[config.mk]
export PLATFORM = sky130hd
export DESIGN_NAME = veggie_port_arbiter
export DESIGN_NICKNAME = d
export VERILOG_FILES = /design/src/rtl/veggie_port_arbiter.sv
export SDC_FILE = /design/constraint.sdc
export NUM_CORES = 1
export LEC_CHECK = 0
export ABC_AREA = 1
export BUFFER_PORTS_ARGS = -buffer_cell sky130_fd_sc_hd__buf_2
export CORE_MARGIN = 4
export CORE_UTILIZATION = 54
export CTS_CLUSTER_DIAMETER = 200
export CTS_CLUSTER_SIZE = 24
export DETAILED_ROUTE_END_ITERATION = 8
export PLACE_DENSITY = 0.82
export SKIP_LAST_GASP = 1
export SYNTH_ARGS = -nofsm -noshare
export SYNTH_HDL_FRONTEND = slang
export SYNTH_SLANG_ARGS = --single-unit
[constraint.sdc]
create_clock -name CLK -period 4.8 [get_ports CLK]
set_clock_uncertainty 0.05 [all_clocks]
set_input_delay 0.96 -clock CLK [delete_from_list [all_inputs] [get_ports CLK]]
set_output_delay 0.96 -clock CLK [all_outputs]
set_load 0.03 [all_outputs]
[src/rtl/veggie_port_arbiter.sv]
// Round-robin operand-read sequencer for the banked vector register file.
// Writeback always wins its bank; same-bank two-row reads are split over two cycles.
module veggie_port_arbiter #(
    parameter int NUM_REQ   = 4,
    parameter int NUM_BANKS = 4,
    parameter int REG_W     = 5,
    parameter int RD_LAT    = 1,
    localparam int BANK_W   = $clog2(NUM_BANKS),
    localparam int ROW_W    = REG_W - BANK_W,
    localparam int ID_W     = (NUM_REQ > 1) ? $clog2(NUM_REQ) : 1
) (
    input  logic                       CLK,
    input  logic                       nRST,
    input  logic [NUM_REQ-1:0]         req_valid,
    output logic [NUM_REQ-1:0]         req_ready,
    input  logic [NUM_REQ-1:0]         req_two,
    input  logic [NUM_REQ*REG_W-1:0]   req_vs1,
    input  logic [NUM_REQ*REG_W-1:0]   req_vs2,
    input  logic                       wb_valid,
    input  logic [REG_W-1:0]           wb_vd,
    output logic                       wb_ready,
    output logic [NUM_BANKS-1:0]       bank_ren,
    output logic [NUM_BANKS-1:0]       bank_wen,
    output logic [NUM_BANKS*ROW_W-1:0] bank_raddr,
    output logic [NUM_BANKS*ROW_W-1:0] bank_waddr,
    output logic                       rsp1_valid,
    output logic                       rsp2_valid,
    output logic [BANK_W-1:0]          rsp1_bank,
    output logic [BANK_W-1:0]          rsp2_bank,
    output logic [ID_W-1:0]            rsp_id,
    output logic [0:0]                 dbg_state,
    output logic [ID_W-1:0]            dbg_ptr
);
    localparam logic [0:0] IDLE  = 1'b0;
    localparam logic [0:0] SPLIT = 1'b1;

    // Handshake: a request is held with valid until the cycle req_ready is high;
    // wb_ready is the same-cycle acceptance of a pending writeback.

    logic [0:0]        state, nxt_state;
    logic [ID_W-1:0]   ptr, nxt_ptr, win, lat_id;
    logic [ROW_W-1:0]  lat_row;
    logic [BANK_W-1:0] lat_bank;
    logic              found, latch_en, wb_act;
    logic [BANK_W-1:0] wb_bank, b1, b2;
    logic [ROW_W-1:0]  wb_row, r1, r2;
    logic [REG_W-1:0]  v1, v2;
    logic              two, need2;

    logic              iss_v1, iss_v2;
    logic [BANK_W-1:0] iss_b1, iss_b2;
    logic [ID_W-1:0]   iss_id;

    logic              pipe_v1 [RD_LAT];
    logic              pipe_v2 [RD_LAT];
    logic [BANK_W-1:0] pipe_b1 [RD_LAT];
    logic [BANK_W-1:0] pipe_b2 [RD_LAT];
    logic [ID_W-1:0]   pipe_id [RD_LAT];

    function automatic logic [ID_W-1:0] next_id(input logic [ID_W-1:0] id);
        return (id == ID_W'(NUM_REQ - 1)) ? '0 : id + ID_W'(1);
    endfunction

    always_comb begin
        found = 1'b0;
        win   = '0;
        for (int k = 0; k < NUM_REQ; k++) begin
            if (!found && req_valid[(int'(ptr) + k) % NUM_REQ]) begin
                found = 1'b1;
                win   = ID_W'((int'(ptr) + k) % NUM_REQ);
            end
        end
    end

    always_comb begin
        wb_act  = wb_valid & ~nRST;
        wb_bank = wb_vd[BANK_W-1:0];
        wb_row  = wb_vd[REG_W-1:BANK_W];
        v1      = req_vs1[int'(win)*REG_W +: REG_W];
        v2      = req_vs2[int'(win)*REG_W +: REG_W];
        two     = req_two[win];
        b1      = v1[BANK_W-1:0];
        r1      = v1[REG_W-1:BANK_W];
        b2      = v2[BANK_W-1:0];
        r2      = v2[REG_W-1:BANK_W];
        need2   = two && (v1 != v2);

        req_ready  = '0;
        wb_ready   = wb_act;
        bank_ren   = '0;
        bank_wen   = '0;
        bank_raddr = '0;
        bank_waddr = '0;
        nxt_state  = state;
        nxt_ptr    = ptr;
        latch_en   = 1'b0;
        iss_v1     = 1'b0;
        iss_v2     = 1'b0;
        iss_b1     = '0;
        iss_b2     = '0;
        iss_id     = '0;

        if (wb_act) begin
            bank_wen[wb_bank] = 1'b1;
            bank_waddr[int'(wb_bank)*ROW_W +: ROW_W] = wb_row;
        end

        if (!nRST) begin
            case (state)
                IDLE: begin
                    if (found && (!need2 || b1 != b2)) begin
                        if (!(wb_act && (b1 == wb_bank || (need2 && b2 == wb_bank)))) begin
                            bank_ren[b1] = 1'b1;
                            bank_raddr[int'(b1)*ROW_W +: ROW_W] = r1;
                            if (need2) begin
                                bank_ren[b2] = 1'b1;
                                bank_raddr[int'(b2)*ROW_W +: ROW_W] = r2;
                            end
                            req_ready[win] = 1'b1;
                            nxt_ptr = next_id(win);
                            iss_v1  = 1'b1;
                            iss_v2  = two;
                            iss_b1  = b1;
                            iss_b2  = two ? b2 : '0;
                            iss_id  = win;
                        end
                    end else if (found) begin
                        // Same bank, different rows: first half now, vs2 from SPLIT.
                        if (!(wb_act && b1 == wb_bank)) begin
                            bank_ren[b1] = 1'b1;
                            bank_raddr[int'(b1)*ROW_W +: ROW_W] = r1;
                            latch_en  = 1'b1;
                            nxt_state = SPLIT;
                            iss_v1    = 1'b1;
                            iss_b1    = b1;
                            iss_id    = win;
                        end
                    end
                end
                default: begin
                    if (!(wb_act && lat_bank == wb_bank)) begin
                        bank_ren[lat_bank] = 1'b1;
                        bank_raddr[int'(lat_bank)*ROW_W +: ROW_W] = lat_row;
                        req_ready[lat_id] = 1'b1;
                        nxt_ptr   = next_id(lat_id);
                        nxt_state = IDLE;
                        iss_v2    = 1'b1;
                        iss_b2    = lat_bank;
                        iss_id    = lat_id;
                    end
                end
            endcase
        end
    end

    always_ff @(posedge CLK) begin
        if (nRST) begin
            state    <= IDLE;
            ptr      <= '0;
            lat_id   <= '0;
            lat_row  <= '0;
            lat_bank <= '0;
            for (int i = 0; i < RD_LAT; i++) begin
                pipe_v1[i] <= 1'b0;
                pipe_v2[i] <= 1'b0;
                pipe_b1[i] <= '0;
                pipe_b2[i] <= '0;
                pipe_id[i] <= '0;
            end
        end else begin
            state <= nxt_state;
            ptr   <= nxt_ptr;
            if (latch_en) begin
                lat_id   <= win;
                lat_row  <= r2;
                lat_bank <= b2;
            end
            pipe_v1[0] <= iss_v1;
            pipe_v2[0] <= iss_v2;
            pipe_b1[0] <= iss_b1;
            pipe_b2[0] <= iss_b2;
            pipe_id[0] <= iss_id;
            for (int i = RD_LAT - 1; i > 0; i--) begin
                pipe_v1[i] <= pipe_v1[i-1];
                pipe_v2[i] <= pipe_v2[i-1];
                pipe_b1[i] <= pipe_b1[i-1];
                pipe_b2[i] <= pipe_b2[i-1];
                pipe_id[i] <= pipe_id[i-1];
            end
        end
    end

    assign rsp1_valid = pipe_v1[RD_LAT-1] & ~nRST;
    assign rsp2_valid = pipe_v2[RD_LAT-1] & ~nRST;
    assign rsp1_bank  = nRST ? '0 : pipe_b1[RD_LAT-1];
    assign rsp2_bank  = nRST ? '0 : pipe_b2[RD_LAT-1];
    assign rsp_id     = nRST ? '0 : pipe_id[RD_LAT-1];
    assign dbg_state  = state;
    assign dbg_ptr    = ptr;
endmodule

==> parameters.txt <==
Parameter                              Value

Die
  Number of standard-cell rows in the floorplan    29
  Ports    104
  Die Y    90.19 µm
  Floorplan Core Area    6459 µm²
  Initial core utilization    56.47%
  Total Die Area    8133 µm²
  Die width    90.19 µm

Global routing
  Global Route Usage Sum    26.59%
  Gr ovfl total    0
  First-pass GRT wire length    18800 µm
  Pin count of the biggest net entering global routing    26
  Met2 track demand over resource in global routing    45.92%
  Via count of the first global-routing pass    4184
  Most utilized layer in the global route result    met2
  Antenna violations before repair    0
  Fraction of met1 tracks used by global routing    35.15%
  Routing usage on met3    3.172%

Detailed routing
  Via/cell ratio    5.480
  Drt first pass iters    6
  Total number of vias    4768
  Drt drc    0
  Total length of routed wires    11750 µm
  DR WL/cell    13.50 µm
  Remaining antenna violation count    0
  Drt first-iter violations    342

Worst setup path
  Crit path buf inv count    6
  Register-to-register setup slack    1340 ps
  Type of destination of the critical path    output port
  Reg2Reg Capture Point    lat_id[0]$_SDFFE_PP0P_
  Cell-by-cell trace of the critical path    buf_2 -> inv_1 -> nand2_1 -> nand3_2 -> nand2_1 -> nand2_1 -> nand2_1 -> nand2_4 -> buf_12 -> nand4_1 -> nand3_1 -> nand2_2 -> buf_4 -> ha_2 -> nor2_2 -> inv_1 -> nor2_2 -> o21ai_0 -> nand2_1 -> nand2_1 -> nor2_1 -> nor2_1 -> nor2_1 -> clkbuf_4
  Worst-path cell with the longest stage delay    ha_2
  Dominant delay contributor by cell family on the critical path    simple AND/OR/NAND/NOR gates
  Crit path largest cell delay    210 ps
  Startpoint of the lowest-slack register-to-register path    dbg_ptr[0]$_SDFFE_PP0P_
  Cells on worst reg2reg path    21
  CP max FO    22
  Arrival time at the worst endpoint    3700 ps
  Most used cell along the critical path    nand2_1
  Required time worst endpoint    3790 ps
  Setup CP Type    input port to output port
  Startpoint type of the worst setup path    input port

STA
  Number of pins with negative max-slew slack in the final report    0
  Pin slew with the least headroom to its limit    505.6 ps
  Number of endpoints with negative hold slack in the final report    0
  Post-route worst hold slack    465.5 ps
  Worst max-slew margin expressed relative to the limit    66.25%
  Unrepaired setup endpoints after global routing    yes
  Post-route clock period utilization    98.14%
  Highest clock frequency the design can meet    212.3 MHz
  Endpoints failing setup    0
  Min Tclk post-route    4711 ps

Clock network
  Number of clock sinks    18
  Number of clock buffers inserted by TritonCTS    3
  Number of levels in the clock H-tree    1
  Reg clk slew, reported paths    70 ps
  Clock tree from TritonCTS    yes
  Worst-case clock buffer depth    2
  Library cell used as clock root buffer    clkbuf_8
  Clock insertion delay at the later pin of the skew report    250 ps
  Hold bufs inserted after CTS    0

Yosys
  Post-Synth Simple-Gate Area    52.25%
  Synthesized-area fraction occupied by ao, oa, aoi and oai cells    10.91%
  Synth Area per Inst    5.340 µm²
  Number of instances in the synthesized netlist    683
  Number of distinct library cells after synthesis    32
  Combined area of all synthesized cells    3647 µm²
  Yosys reg bits    18
  Net count after synthesis    768
  Multiplexer share of the synthesized area    0.8233%
  Proportion of synthesized chip area in sequential cells    9.880%
  Fraction of synthesized cell area in xor and xnor cells    0.2401%
  Main combinational cell family by area after synthesis    simple AND/OR/NAND/NOR gates
  Synth warn    0
  Adder and majority cell fraction of the synthesized area    9.949%

Layout
  Multi-input gate area    2872 µm²
  Antenna Cells    0
  FF/Latch Area    360.3 µm²
  Leading cell type in the layout, fill and taps excluded    nand2_1
  Proportion of layout cells with a drive suffix above 1    25.35%
  Most frequent cells in the layout    nand2_1, inv_1, buf_2, nor2_1, nand3_1
  FILL cells    567
  Net count of the finished layout    879
  Area delta synth->final    25.83%

Min path
  Worst min-delay path class    register to register
  Hold path startpoint    lat_row[2]$_SDFFE_PP0P_
  Worst hold path cell count    2
  Hold-critical path endpoint    lat_row[2]$_SDFFE_PP0P_

Place
  Total of buffers placed on input and output ports    103
  Placer's final routability congestion estimate    0.9977
  Sum of net half-perimeters after detailed placement    9188 µm

Flow run
  Max-capacitance violation count    0

Run status
  Result of the run    completed
## cell families after synthesis
kind of cell	count (synthesis)
compound gates	73
xor+xnor	1
fa+ha+maj	29
buf+inv	135
flops	18
mux	3
simple gates	424
## how the worst max path moves through the flow
stage | startpoint | to | slack (ps) | cells past startpoint
after floorplan | req_valid[3] | bank_raddr[6] | 340 | 20
after global placement | req_valid[3] | bank_ren[1] | 5 | 24
after detailed placement | req_valid[3] | bank_ren[1] | -30 | 24
after CTS | req_valid[3] | bank_ren[1] | 10 | 24
after global routing | dbg_ptr[0]$_SDFFE_PP0P_ | bank_raddr[8] | -130 | 20
final | req_valid[3] | bank_raddr[11] | 90 | 24
## cells in the mapped netlist
library cell | instances | area, µm²
o21ai_1 | 9 | 45.04
nand4_1 | 31 | 193.9
nand3_2 | 4 | 40.04
clkinv_2 | 2 | 10.01
dfxtp_1 | 18 | 360.4
inv_6 | 1 | 8.760
nand3_4 | 3 | 52.55
xor2_1 | 1 | 8.760
ha_1 | 29 | 362.9
a221oi_1 | 1 | 8.760
inv_2 | 10 | 37.54
nand2_4 | 4 | 45.04
a21oi_1 | 17 | 85.08
buf_4 | 4 | 30.03
nand2_1 | 219 | 822.0
inv_1 | 98 | 367.9
mux2i_1 | 3 | 30.03
o21ai_0 | 34 | 170.2
o22ai_2 | 1 | 12.51
o22ai_1 | 5 | 31.28
a21boi_1 | 3 | 22.52
o31ai_1 | 3 | 22.52
clkinv_1 | 1 | 3.750
buf_6 | 6 | 67.56
nand3_1 | 54 | 270.3
buf_2 | 6 | 30.03
nor2_4 | 3 | 33.78
nand2_2 | 12 | 75.07
nor2_1 | 81 | 304.0
clkbuf_1 | 7 | 26.28
nor4_1 | 3 | 18.77
nor3_1 | 10 | 50.05
## routing by layer
layer / routed length (µm) / up-vias
li1: - / 2385
met1: 4942 / 2087
met2: 5490 / 262
met3: 1060 / 34
met4: 250 / 0
met5: 0 / -
## worst register-to-register path: stages, from the launching register on
cell and delay (ps):
dfxtp_1 640, inv_6 110, nand2_2 80, nand2_2 80
nand2_1 90, nand2_1 100, nor2_4 190, nand3_1 150
nand2_4 130, buf_12 170, nand3_1 130, nand2_2 170
nand2_1 80, nand2_1 70, nand2_1 60, inv_2 80
nand3_2 100, nor2_4 100, buf_4 160, nand2_1 260
o21ai_0 270, a21oi_1 60
## metrics by stage
stage / cells / TNS, ps / util [%] / setup slack (ps) / cell area [µm²]
floorplan: 683 / 0 / - / 338.1 / 3647
global placement: 862 / 0 / 66.51 / 4.777 / 4295
detailed placement: 862 / -110.4 / 66.51 / -31.29 / 4295
CTS: 866 / 0 / 67.40 / 14.98 / 4353
global route: 870 / -760.4 / 71.06 / -128.7 / 4589
finish: 870 / 0 / 71.06 / 89.17 / 4589
## flip-flops by register name (all words and copies together) (netlist names)
name,flops
lat_row,3
dbg_ptr,2
lat_bank,2
lat_id,2
pipe_b1,2
pipe_b2,2
pipe_id,2
dbg_state,1
pipe_v1,1
pipe_v2,1
## cell type report
class                   count  share of cell area, %
inverters                 112                  9.406
well taps                  77                  2.099
clock buffers               4                  1.200
multi-input cells         531                  62.57
repair buffers            128                  16.88
flip-flops and latches     18                  7.852
## what timing repair did
action / CTS / global route
pin swaps: 0 / 7
resized for setup: 1 / 56
buffers inserted: 0 / 3
setup endpoints to repair: 10 / 20
cloned: 0 / 1
Power is left out: the tool's default activity adds up to more than one toggle a clock period on the data nets, which glitch-free logic cannot reach.
